$ cat src/rtl/me_pkg.sv
// Shared definitions for the motion-estimation search controller and its helpers.
package me_pkg;

    // Default search geometry and SAD pipeline depth
    localparam int ME_SR       = 16;
    localparam int ME_MV_W     = 6;
    localparam int ME_PIPE_LAT = 4;

    // Search controller states
    typedef enum logic [2:0] {
        IDLE  = 3'd0,
        INIT  = 3'd1,
        SCAN  = 3'd2,
        DRAIN = 3'd3,
        DONE  = 3'd4
    } me_state_e;

    // Signed motion-vector component at the default width
    typedef logic signed [ME_MV_W-1:0] mv_t;

    // Candidate counter width: enough to hold (2*SR)^2 plus one spare bit
    function automatic int cand_cnt_width(input int sr);
        return $clog2((2 * sr) * (2 * sr)) + 1;
    endfunction

endpackage

$ cat src/rtl/sad_tag_delay.sv
// Fixed-depth shift register that carries {valid, mvx, mvy} alongside the SAD pipeline.
// It never stalls, so a tag issued at cycle t appears at the output at cycle t+DEPTH.
module sad_tag_delay #(
    parameter int MV_W  = 6,
    parameter int DEPTH = 4
) (
    input  logic                   clk,
    input  logic                   rst_n,
    input  logic                   i_valid,
    input  logic signed [MV_W-1:0] i_mvx,
    input  logic signed [MV_W-1:0] i_mvy,
    output logic                   o_valid,
    output logic signed [MV_W-1:0] o_mvx,
    output logic signed [MV_W-1:0] o_mvy
);

    logic                   r_valid [DEPTH];
    logic signed [MV_W-1:0] r_mvx   [DEPTH];
    logic signed [MV_W-1:0] r_mvy   [DEPTH];

    // Shift the tags one stage per cycle; reset flushes every stage
    // NOTE: this array is a handful of flops, not a RAM, so it is reset; otherwise
    // stale valid bits left over from an aborted search could raise cmp_en after reset.
    always_ff @(posedge clk or negedge rst_n) begin
        if (!rst_n) begin
            for (int i = 0; i < DEPTH; i++) begin
                r_valid[i] <= 1'b0;
                r_mvx[i]   <= '0;
                r_mvy[i]   <= '0;
            end
        end else begin
            r_valid[0] <= i_valid;
            r_mvx[0]   <= i_mvx;
            r_mvy[0]   <= i_mvy;
            for (int i = 1; i < DEPTH; i++) begin
                r_valid[i] <= r_valid[i-1];
                r_mvx[i]   <= r_mvx[i-1];
                r_mvy[i]   <= r_mvy[i-1];
            end
        end
    end

    assign o_valid = r_valid[DEPTH-1];
    assign o_mvx   = r_mvx[DEPTH-1];
    assign o_mvy   = r_mvy[DEPTH-1];

endmodule

$ cat src/rtl/sad_search_ctrl.sv
// Full-search motion-estimation sequencer: steps candidate MVs in raster order over
// [-SR, SR-1]^2, clears the SAD min-comparator before the first candidate, and delays
// each candidate's valid/MV tag by the SAD pipeline depth so the comparator sees them
// together with the matching SAD.
module sad_search_ctrl
    import me_pkg::*;
#(
    parameter int SR       = ME_SR,
    parameter int MV_W     = ME_MV_W,
    parameter int PIPE_LAT = ME_PIPE_LAT
) (
    input  logic                   clk,
    input  logic                   rst_n,
    input  logic                   start,
    input  logic                   stall,
    output logic                   cmp_clear,
    output logic                   cand_valid,
    output logic signed [MV_W-1:0] cand_mvx,
    output logic signed [MV_W-1:0] cand_mvy,
    output logic                   cmp_en,
    output logic signed [MV_W-1:0] cmp_mvx,
    output logic signed [MV_W-1:0] cmp_mvy,
    output logic                   busy,
    output logic                   done
);

    localparam int N_CAND = (2 * SR) * (2 * SR);
    localparam int CNT_W  = cand_cnt_width(SR);
    localparam int DRN_W  = (PIPE_LAT > 1) ? $clog2(PIPE_LAT) : 1;

    localparam logic signed [MV_W-1:0] MV_MIN = MV_W'(-SR);
    localparam logic signed [MV_W-1:0] MV_MAX = MV_W'(SR - 1);
    localparam logic signed [MV_W-1:0] MV_ONE = MV_W'(1);

    localparam logic [CNT_W-1:0] CNT_LAST = CNT_W'(N_CAND - 1);
    localparam logic [CNT_W-1:0] CNT_ONE  = CNT_W'(1);
    localparam logic [DRN_W-1:0] DRN_LOAD = DRN_W'(PIPE_LAT - 1);
    localparam logic [DRN_W-1:0] DRN_ONE  = DRN_W'(1);

    me_state_e              r_state;
    logic [CNT_W-1:0]       r_cand_cnt;
    logic [DRN_W-1:0]       r_drain_cnt;
    logic signed [MV_W-1:0] r_mvx;
    logic signed [MV_W-1:0] r_mvy;
    logic                   r_cmp_clear;
    logic                   r_busy;
    logic                   r_done;

    logic                   w_cand_valid;
    logic                   w_last_issue;

    // A candidate goes out in any SCAN cycle whose reference pixels are ready. This is
    // deliberately combinational on stall: a registered version would issue one cycle
    // after the pixels stopped being ready.
    assign w_cand_valid = (r_state == SCAN) && !stall;
    assign w_last_issue = w_cand_valid && (r_cand_cnt == CNT_LAST);

    // Search FSM with MV stepping, candidate count, drain countdown and registered flags
    // NOTE: every register in a clocked block takes <=, so all right-hand sides read the
    // values from before this edge regardless of statement order.
    always_ff @(posedge clk or negedge rst_n) begin
        if (!rst_n) begin
            r_state     <= IDLE;
            r_cand_cnt  <= '0;
            r_drain_cnt <= '0;
            r_mvx       <= MV_MIN;
            r_mvy       <= MV_MIN;
            r_cmp_clear <= 1'b0;
            r_busy      <= 1'b0;
            r_done      <= 1'b0;
        end else begin
            // Single-cycle pulses fall back to 0 unless re-raised below
            r_cmp_clear <= 1'b0;
            r_done      <= 1'b0;

            case (r_state)
                IDLE: begin
                    if (start) begin
                        r_state     <= INIT;
                        r_cmp_clear <= 1'b1;
                        r_busy      <= 1'b1;
                        r_mvx       <= MV_MIN;
                        r_mvy       <= MV_MIN;
                        r_cand_cnt  <= '0;
                    end
                end

                INIT: begin
                    r_state <= SCAN;
                end

                SCAN: begin
                    if (w_cand_valid) begin
                        r_cand_cnt <= r_cand_cnt + CNT_ONE;
                        if (r_mvx == MV_MAX) begin
                            r_mvx <= MV_MIN;
                            r_mvy <= (r_mvy == MV_MAX) ? MV_MIN : (r_mvy + MV_ONE);
                        end else begin
                            r_mvx <= r_mvx + MV_ONE;
                        end
                        if (w_last_issue) begin
                            r_state     <= DRAIN;
                            r_drain_cnt <= DRN_LOAD;
                        end
                    end
                end

                DRAIN: begin
                    // The last tag reaches cmp_en in the cycle the counter reads 0
                    if (r_drain_cnt == '0) begin
                        r_state <= DONE;
                        r_done  <= 1'b1;
                        r_busy  <= 1'b0;
                    end else begin
                        r_drain_cnt <= r_drain_cnt - DRN_ONE;
                    end
                end

                DONE: begin
                    r_state <= IDLE;
                end

                default: begin
                    r_state <= IDLE;
                end
            endcase
        end
    end

    sad_tag_delay #(
        .MV_W  (MV_W),
        .DEPTH (PIPE_LAT)
    ) u_tag_delay (
        .clk     (clk),
        .rst_n   (rst_n),
        .i_valid (w_cand_valid),
        .i_mvx   (r_mvx),
        .i_mvy   (r_mvy),
        .o_valid (cmp_en),
        .o_mvx   (cmp_mvx),
        .o_mvy   (cmp_mvy)
    );

    assign cmp_clear  = r_cmp_clear;
    assign cand_valid = w_cand_valid;
    assign cand_mvx   = r_mvx;
    assign cand_mvy   = r_mvy;
    assign busy       = r_busy;
    assign done       = r_done;

endmodule
$ cat config.mk
export PLATFORM = sky130hd
export DESIGN_NAME = sad_search_ctrl
export DESIGN_NICKNAME = d
export VERILOG_FILES = /design/src/rtl/me_pkg.sv /design/src/rtl/sad_tag_delay.sv /design/src/rtl/sad_search_ctrl.sv
export SDC_FILE = /design/constraint.sdc
export NUM_CORES = 1
export LEC_CHECK = 0
export BUFFER_PORTS_ARGS = -buffer_cell sky130_fd_sc_hd__buf_2
export CAP_MARGIN = 10
export CELL_PAD_IN_SITES_DETAIL_PLACEMENT = 0
export CELL_PAD_IN_SITES_GLOBAL_PLACEMENT = 2
export CORE_ASPECT_RATIO = 0.6
export CORE_MARGIN = 2
export CORE_UTILIZATION = 42
export CTS_BUF_LIST = sky130_fd_sc_hd__clkbuf_16
export DETAILED_ROUTE_END_ITERATION = 12
export PLACE_DENSITY_LB_ADDON = 0.1
export SYNTH_ARGS = -nofsm -noshare
export SYNTH_HDL_FRONTEND = slang
export SYNTH_SLANG_ARGS = --single-unit
$ cat constraint.sdc
create_clock -name clk -period 2.8 [get_ports clk]
set_input_delay 0.56 -clock clk [delete_from_list [all_inputs] [get_ports clk]]
set_output_delay 0.56 -clock clk [all_outputs]
set_load 0.005 [all_outputs]
# Word level (Yosys, flattened, before mapping)
# Index checks and enable logic that the tools add are counted.
[totals]
regBits = 83
latchBits = 0
ramBits = 0
romBits = 0
input_bits = 4
out_inout_bits = 29
word_cells = 76
mem_count = 0
[op_classes]
n_addsub = 4
mul = 0
div = 0
magnitude_cmp = 0
n_eq_ne = 12
shift = 0
mux = 27
bitwise = 0
reduce_logical = 13
[ops]
columns = ["cell", "n"]
rows = [
  ["two-way mux 6 bit", 6],
  ["case mux 6 bit (2 select lines)", 2],
  ["two-way mux 11 bit", 2],
  ["case mux 11 bit (2 select lines)", 1],
  ["adder 6 x 2 -> 6 bit, second input constant", 2],
  ["== test 6 x 5 -> 1 bit, second input constant", 2],
  ["two-way mux 3 bit", 4],
  ["case mux 3 bit (4 select lines)", 1],
  ["AND reduction 4 bit", 3],
  ["adder 11 x 1 -> 11 bit, second input constant", 1],
  ["== test 11 x 10 -> 1 bit, second input constant", 1],
  ["inequality test 2 bit, second input constant", 4],
  ["== test 3 x 2 -> 1 bit, second input constant", 2],
  ["two-way mux 1 bit", 6],
  ["two-way mux 2 bit", 3],
  ["AND reduction 3 bit", 2],
  ["nonzero test 2 bit", 3],
  ["inequality test 2 x 1 -> 1 bit, second input constant", 2],
  ["case mux 2 bit (2 select lines)", 1],
  ["== test 3 x 1 -> 1 bit, second input constant", 1],
  ["zero test 3 bit", 1],
  ["logical AND 1 bit", 2],
  ["zero test 2 bit", 1],
  ["case mux 1 bit (2 select lines)", 1],
  ["2 further kinds", 2],
]

# Longest topological paths before layout
[depth]
depth_word = 6
mapped_depth = 7

# Hierarchy
# A second synthesis with hierarchy kept.
[unflattened]
hier_cells = 229
hier_area_um2 = 3110.5
[modules_own_cells]
columns = ["module", "n_inst", "cells_per_inst", "area_per_inst_um2"]
rows = [
  ["sad_search_ctrl", 1, 165, 1719.1],
  ["sad_tag_delay", 1, 64, 1391.3],
]

# Worst setup path before layout
# Ideal clock, no wire load.
[synth_timing]
path_kind = "input to output"
from = "input stall"
to = "output cand_valid"
t_arrival_ns = 1.249
required_ns = 2.240
setup_slack_ns = 0.991
stages = 3
n_path_buf = 1
cell_sequence = "or4b_1 -> buf_2 -> inv_2"
[synth_via]
elab_chain_cells = 2
[synth_rtl]
columns = ["item", "line", "text"]
rows = [
  ["from (decl)", "sad_search_ctrl.sv:15", "input logic stall,"],
  ["zero test 1 bit", "sad_search_ctrl.sv:55", "assign w_cand_valid = (r_state == SCAN) && !stall;"],
  ["logical AND 1 bit", "sad_search_ctrl.sv:55", ""],
  ["to (decl)", "sad_search_ctrl.sv:17", "output logic cand_valid,"],
]
# Every way passes these cells.

# Final worst setup path
[layout_timing]
from = "register r_state[2]"
to = "output cand_valid"
[layout_via]
elab_chain_cells = 2
[layout_rtl]
columns = ["item", "line", "text"]
rows = [
  ["from (decl)", "sad_search_ctrl.sv:40", "me_state_e r_state;"],
  ["from (signal assigned)", "sad_search_ctrl.sv:63", "r_state <= IDLE;"],
  ["from (signal assigned)", "sad_search_ctrl.sv:79", "r_state <= INIT;"],
  ["from (signal assigned)", "sad_search_ctrl.sv:89", "r_state <= SCAN;"],
  ["== test 3 x 2 -> 1 bit", "sad_search_ctrl.sv:55", ""],
  ["logical AND 1 bit", "sad_search_ctrl.sv:55", ""],
]
# Every way passes these cells.

==> flow_summary_export.csv <==
group,metric,value,unit
pwr,p_per_area,960.1,nW/um2
clocking,clockBufferDepth,2,
die,rows,24,
clocking,clkSinkCount,83,
route,wl,5331,um
final_layout,fill_cells,640,
die,initial_core_util,42.66,%
synthesis,synth-seq-area-share,68.28,%
timing,final.period_utilization,85.95,%
route,ant_nets,0,
worst_setup_path,crit_required,2240,ps
timing,fin_skew,8.506,ps
synthesis,syn_area,3049,um2
timing,period_needed,2407,ps
job,maxCapViolCount,0,
grt,overflow,0,
grt,grt_max_degree,52,
synthesis,avgSynthCellArea,12.98,um2
clocking,cts_max_level,3,
worst_setup_path,cp-start-kind,"flip-flop",
place,dp_hpwl,3489,um
run_status,status,"completed",
clocking,root_buffer,"clkbuf_16",
die,die_width,114,um
synthesis,synth_nets,243,
timing,max_freq,415.5,MHz
timing,maxSlewHeadroom,58.44,%
clocking,worstSkewPairLatency,340,ps
worst_setup_path,worstPathArrival,1850,ps
die,dieArea,7980,um2
synthesis,synthDistinctLibCells,49,
worst_hold_path,hold_class,"primary input to async pin",
grt,antenna_found_initial,0,
route,post_drt_wl_per_cell,14.93,um
die,io_pins,33,
die,core,7147,um2
clocking,cts_setup_buffers,0,
timing,tightest_slew,615.5,ps
timing,finalSetupViolCount,0,
synthesis,synthCells,235,
place,io_buffers,32,
die,die_h,70,um
final_layout,most-common-layout-cells,"79 x dfrtp_1, 31 x buf_2, 15 x nand2_1",
route,drc_errors,0,
final_layout,syn_to_final_growth,16.09,%
grt,grt_pass1_vias,1781,
route,vias_per_cell,5.003,
clocking,tritoncts,"built",
clocking,path_clk_slew,60,ps
route,vias,1786,
timing,drv_slew,0,
timing,timing.setup.tns,0,ps
synthesis,synth-seq-cells,83,
final_layout,antennaDiodeCount,0,
clocking,cts_buffers,9,
pwr,ir_worst_vdd,0.3891,mV
timing,rsz0062_at_grt,"no",
grt,grt_pass1_wl,9321,um
route,drtIter0Drc,122,
worst_setup_path,path_class,"flip-flop to primary output",
synthesis,synth.yosys.warnings,0,
timing,hold_viol,0,
route,dr.pass1.iters,4,
worst_setup_path,path_max_fanout,11,
pwr,leakage,1.582,nW
final_layout,layout_commonest_cell,"dfrtp_1",
place,gp_congestion,0.7519,
clocking,cts_hold_buf,0,
worst_setup_path,worst_setup_path_end_kind,"primary output",
grt,grt_use_total,15.65,%
pwr,p_total,3.398,mW
final_layout,layout.nets,269,
final_layout,layout-drive-gt1-share,22.56,%
clocking,cts_resized,0,
cell usage after synthesis (all sizes together):
| master | n | area [um2] |
|---|---|---|
| dfstp | 4 | 105.1 |
| a31oi | 3 | 18.77 |
| nand2b | 4 | 27.53 |
| o21bai | 2 | 15.01 |
| nand4 | 3 | 18.77 |
| clkbuf | 1 | 3.750 |
| o31ai | 2 | 15.01 |
| a21oi | 12 | 63.81 |
| o21ai | 13 | 65.06 |
| and3 | 3 | 18.77 |
| a211o | 1 | 8.760 |
| a21o | 1 | 7.510 |
| o22a | 2 | 17.52 |
| o211a | 1 | 10.01 |
| o41ai | 2 | 17.52 |
| nor4 | 1 | 12.51 |
| nand3b | 4 | 30.03 |
| or3b | 2 | 17.52 |
| buf | 17 | 127.6 |
| nand3 | 10 | 50.05 |
| or4b | 2 | 20.02 |
| nand2 | 15 | 56.30 |
| a2111oi | 1 | 27.53 |
| nor2 | 12 | 45.04 |
| or3 | 5 | 31.28 |
| a41oi | 1 | 8.760 |
| a211oi | 1 | 7.510 |
| o211ai | 1 | 7.510 |
| ha | 4 | 50.05 |
| or4 | 1 | 7.510 |
| a21bo | 2 | 20.02 |
| xnor2 | 2 | 17.52 |
| inv | 6 | 22.52 |
| o22ai | 1 | 6.260 |
| a22o | 1 | 8.760 |
| nor3 | 5 | 25.02 |
| and2 | 1 | 6.260 |
| o311ai | 1 | 8.760 |
| dfrtp | 79 | 1977 |
| nor3b | 2 | 15.01 |
| or2 | 2 | 12.52 |
| xor2 | 2 | 17.52 |
flip-flops by register name, indices dropped and copies added, names as in the netlist:
signal               count
busy                     1
cand_mvx                 6
cand_mvy                 6
cmp_clear                1
done                     1
r_cand_cnt              11
r_drain_cnt              2
r_state                  3
u_tag_delay.o_mvx        6
u_tag_delay.o_mvy        6
u_tag_delay.o_valid      1
u_tag_delay.r_mvx       18
u_tag_delay.r_mvy       18
u_tag_delay.r_valid      3
metrics by stage:
| step | cells | hold WS [ps] | util [%] | setup WS (ps) | instance area [um2] |
|---|---|---|---|---|---|
| CTS | 357 | 173.7 | 49.53 | 379.5 | 3540 |
| floorplan | 235 | 264.4 | - | 990.8 | 3049 |
| finish | 357 | 165.1 | 49.53 | 393.4 | 3540 |
| detailed placement | 341 | 334.7 | 44.98 | 639.2 | 3214 |
| global placement | 341 | 331.1 | 44.98 | 644.9 | 3214 |
| global route | 357 | 189.7 | 49.53 | 328.8 | 3540 |
path summary, 6_finish.rpt:
check / cells after the start / start / to / slack [ps]
min in group clk: 0 / u_tag_delay.r_mvx[18]$_DFF_PN0_ / u_tag_delay.r_mvx[12]$_DFF_PN0_ / 340
worst max register to register: 4 / r_state[2]$_DFFE_PN0P_ / cand_mvy[5]$_DFFE_PN1P_ / 750
worst min-delay path: 1 / rst_n / busy$_DFFE_PN0P_ / 170
worst max-delay path: 3 / r_state[2]$_DFFE_PN0P_ / cand_valid / 390
max in group asynchronous: 2 / rst_n / cand_mvx[5]$_DFFE_PN1P_ / 1970
worst min register to register: 0 / u_tag_delay.r_mvx[18]$_DFF_PN0_ / u_tag_delay.r_mvx[12]$_DFF_PN0_ / 340
cells by family (layout without fill, tap and decap cells):
kind of cell	count (synthesis)	in the layout	share of synthesized area, %
fa+ha+maj	4	4	1.641
simple gates	72	72	12.93
compound gates	48	48	10.96
xor+xnor	4	4	1.149
buf+inv	24	55	5.047
flops	83	83	68.28
routing by layer:
metal | vias up | GRT usage [%] | routed length (um)
met4 | 0 | 7.317 | 104
met2 | 40 | 18.45 | 2021
met3 | 9 | 6.337 | 240
li1 | 874 | - | -
met1 | 863 | 24.28 | 2966
met5 | - | 0 | 0
worst max-delay path, stage by stage, from the launching register on:
cell	delay (ps)
dfrtp_1	490
or4b_1	720
inv_2	170
buf_2	130
where the power goes:
group / total (mW) / internal [mW] / leakage (nW) / switching (mW)
clock network: 1.27 / 0.788 / 0.156 / 0.478
logic: 0.409 / 0.197 / 0.439 / 0.212
registers: 1.72 / 1.53 / 0.987 / 0.198
cell type report:
type | instances | area [um2] | share of cell area, %
sequential | 83 | 2082 | 58.82
multi-input combinational | 128 | 813.3 | 22.98
clock buffer | 9 | 225.2 | 6.363
timing repair buffer | 33 | 182.7 | 5.161
tap | 91 | 113.9 | 3.217
clock inverter | 7 | 100.1 | 2.828
inverter | 6 | 22.52 | 0.6363
No activity file was read; power rests on OpenSTA's default activity.
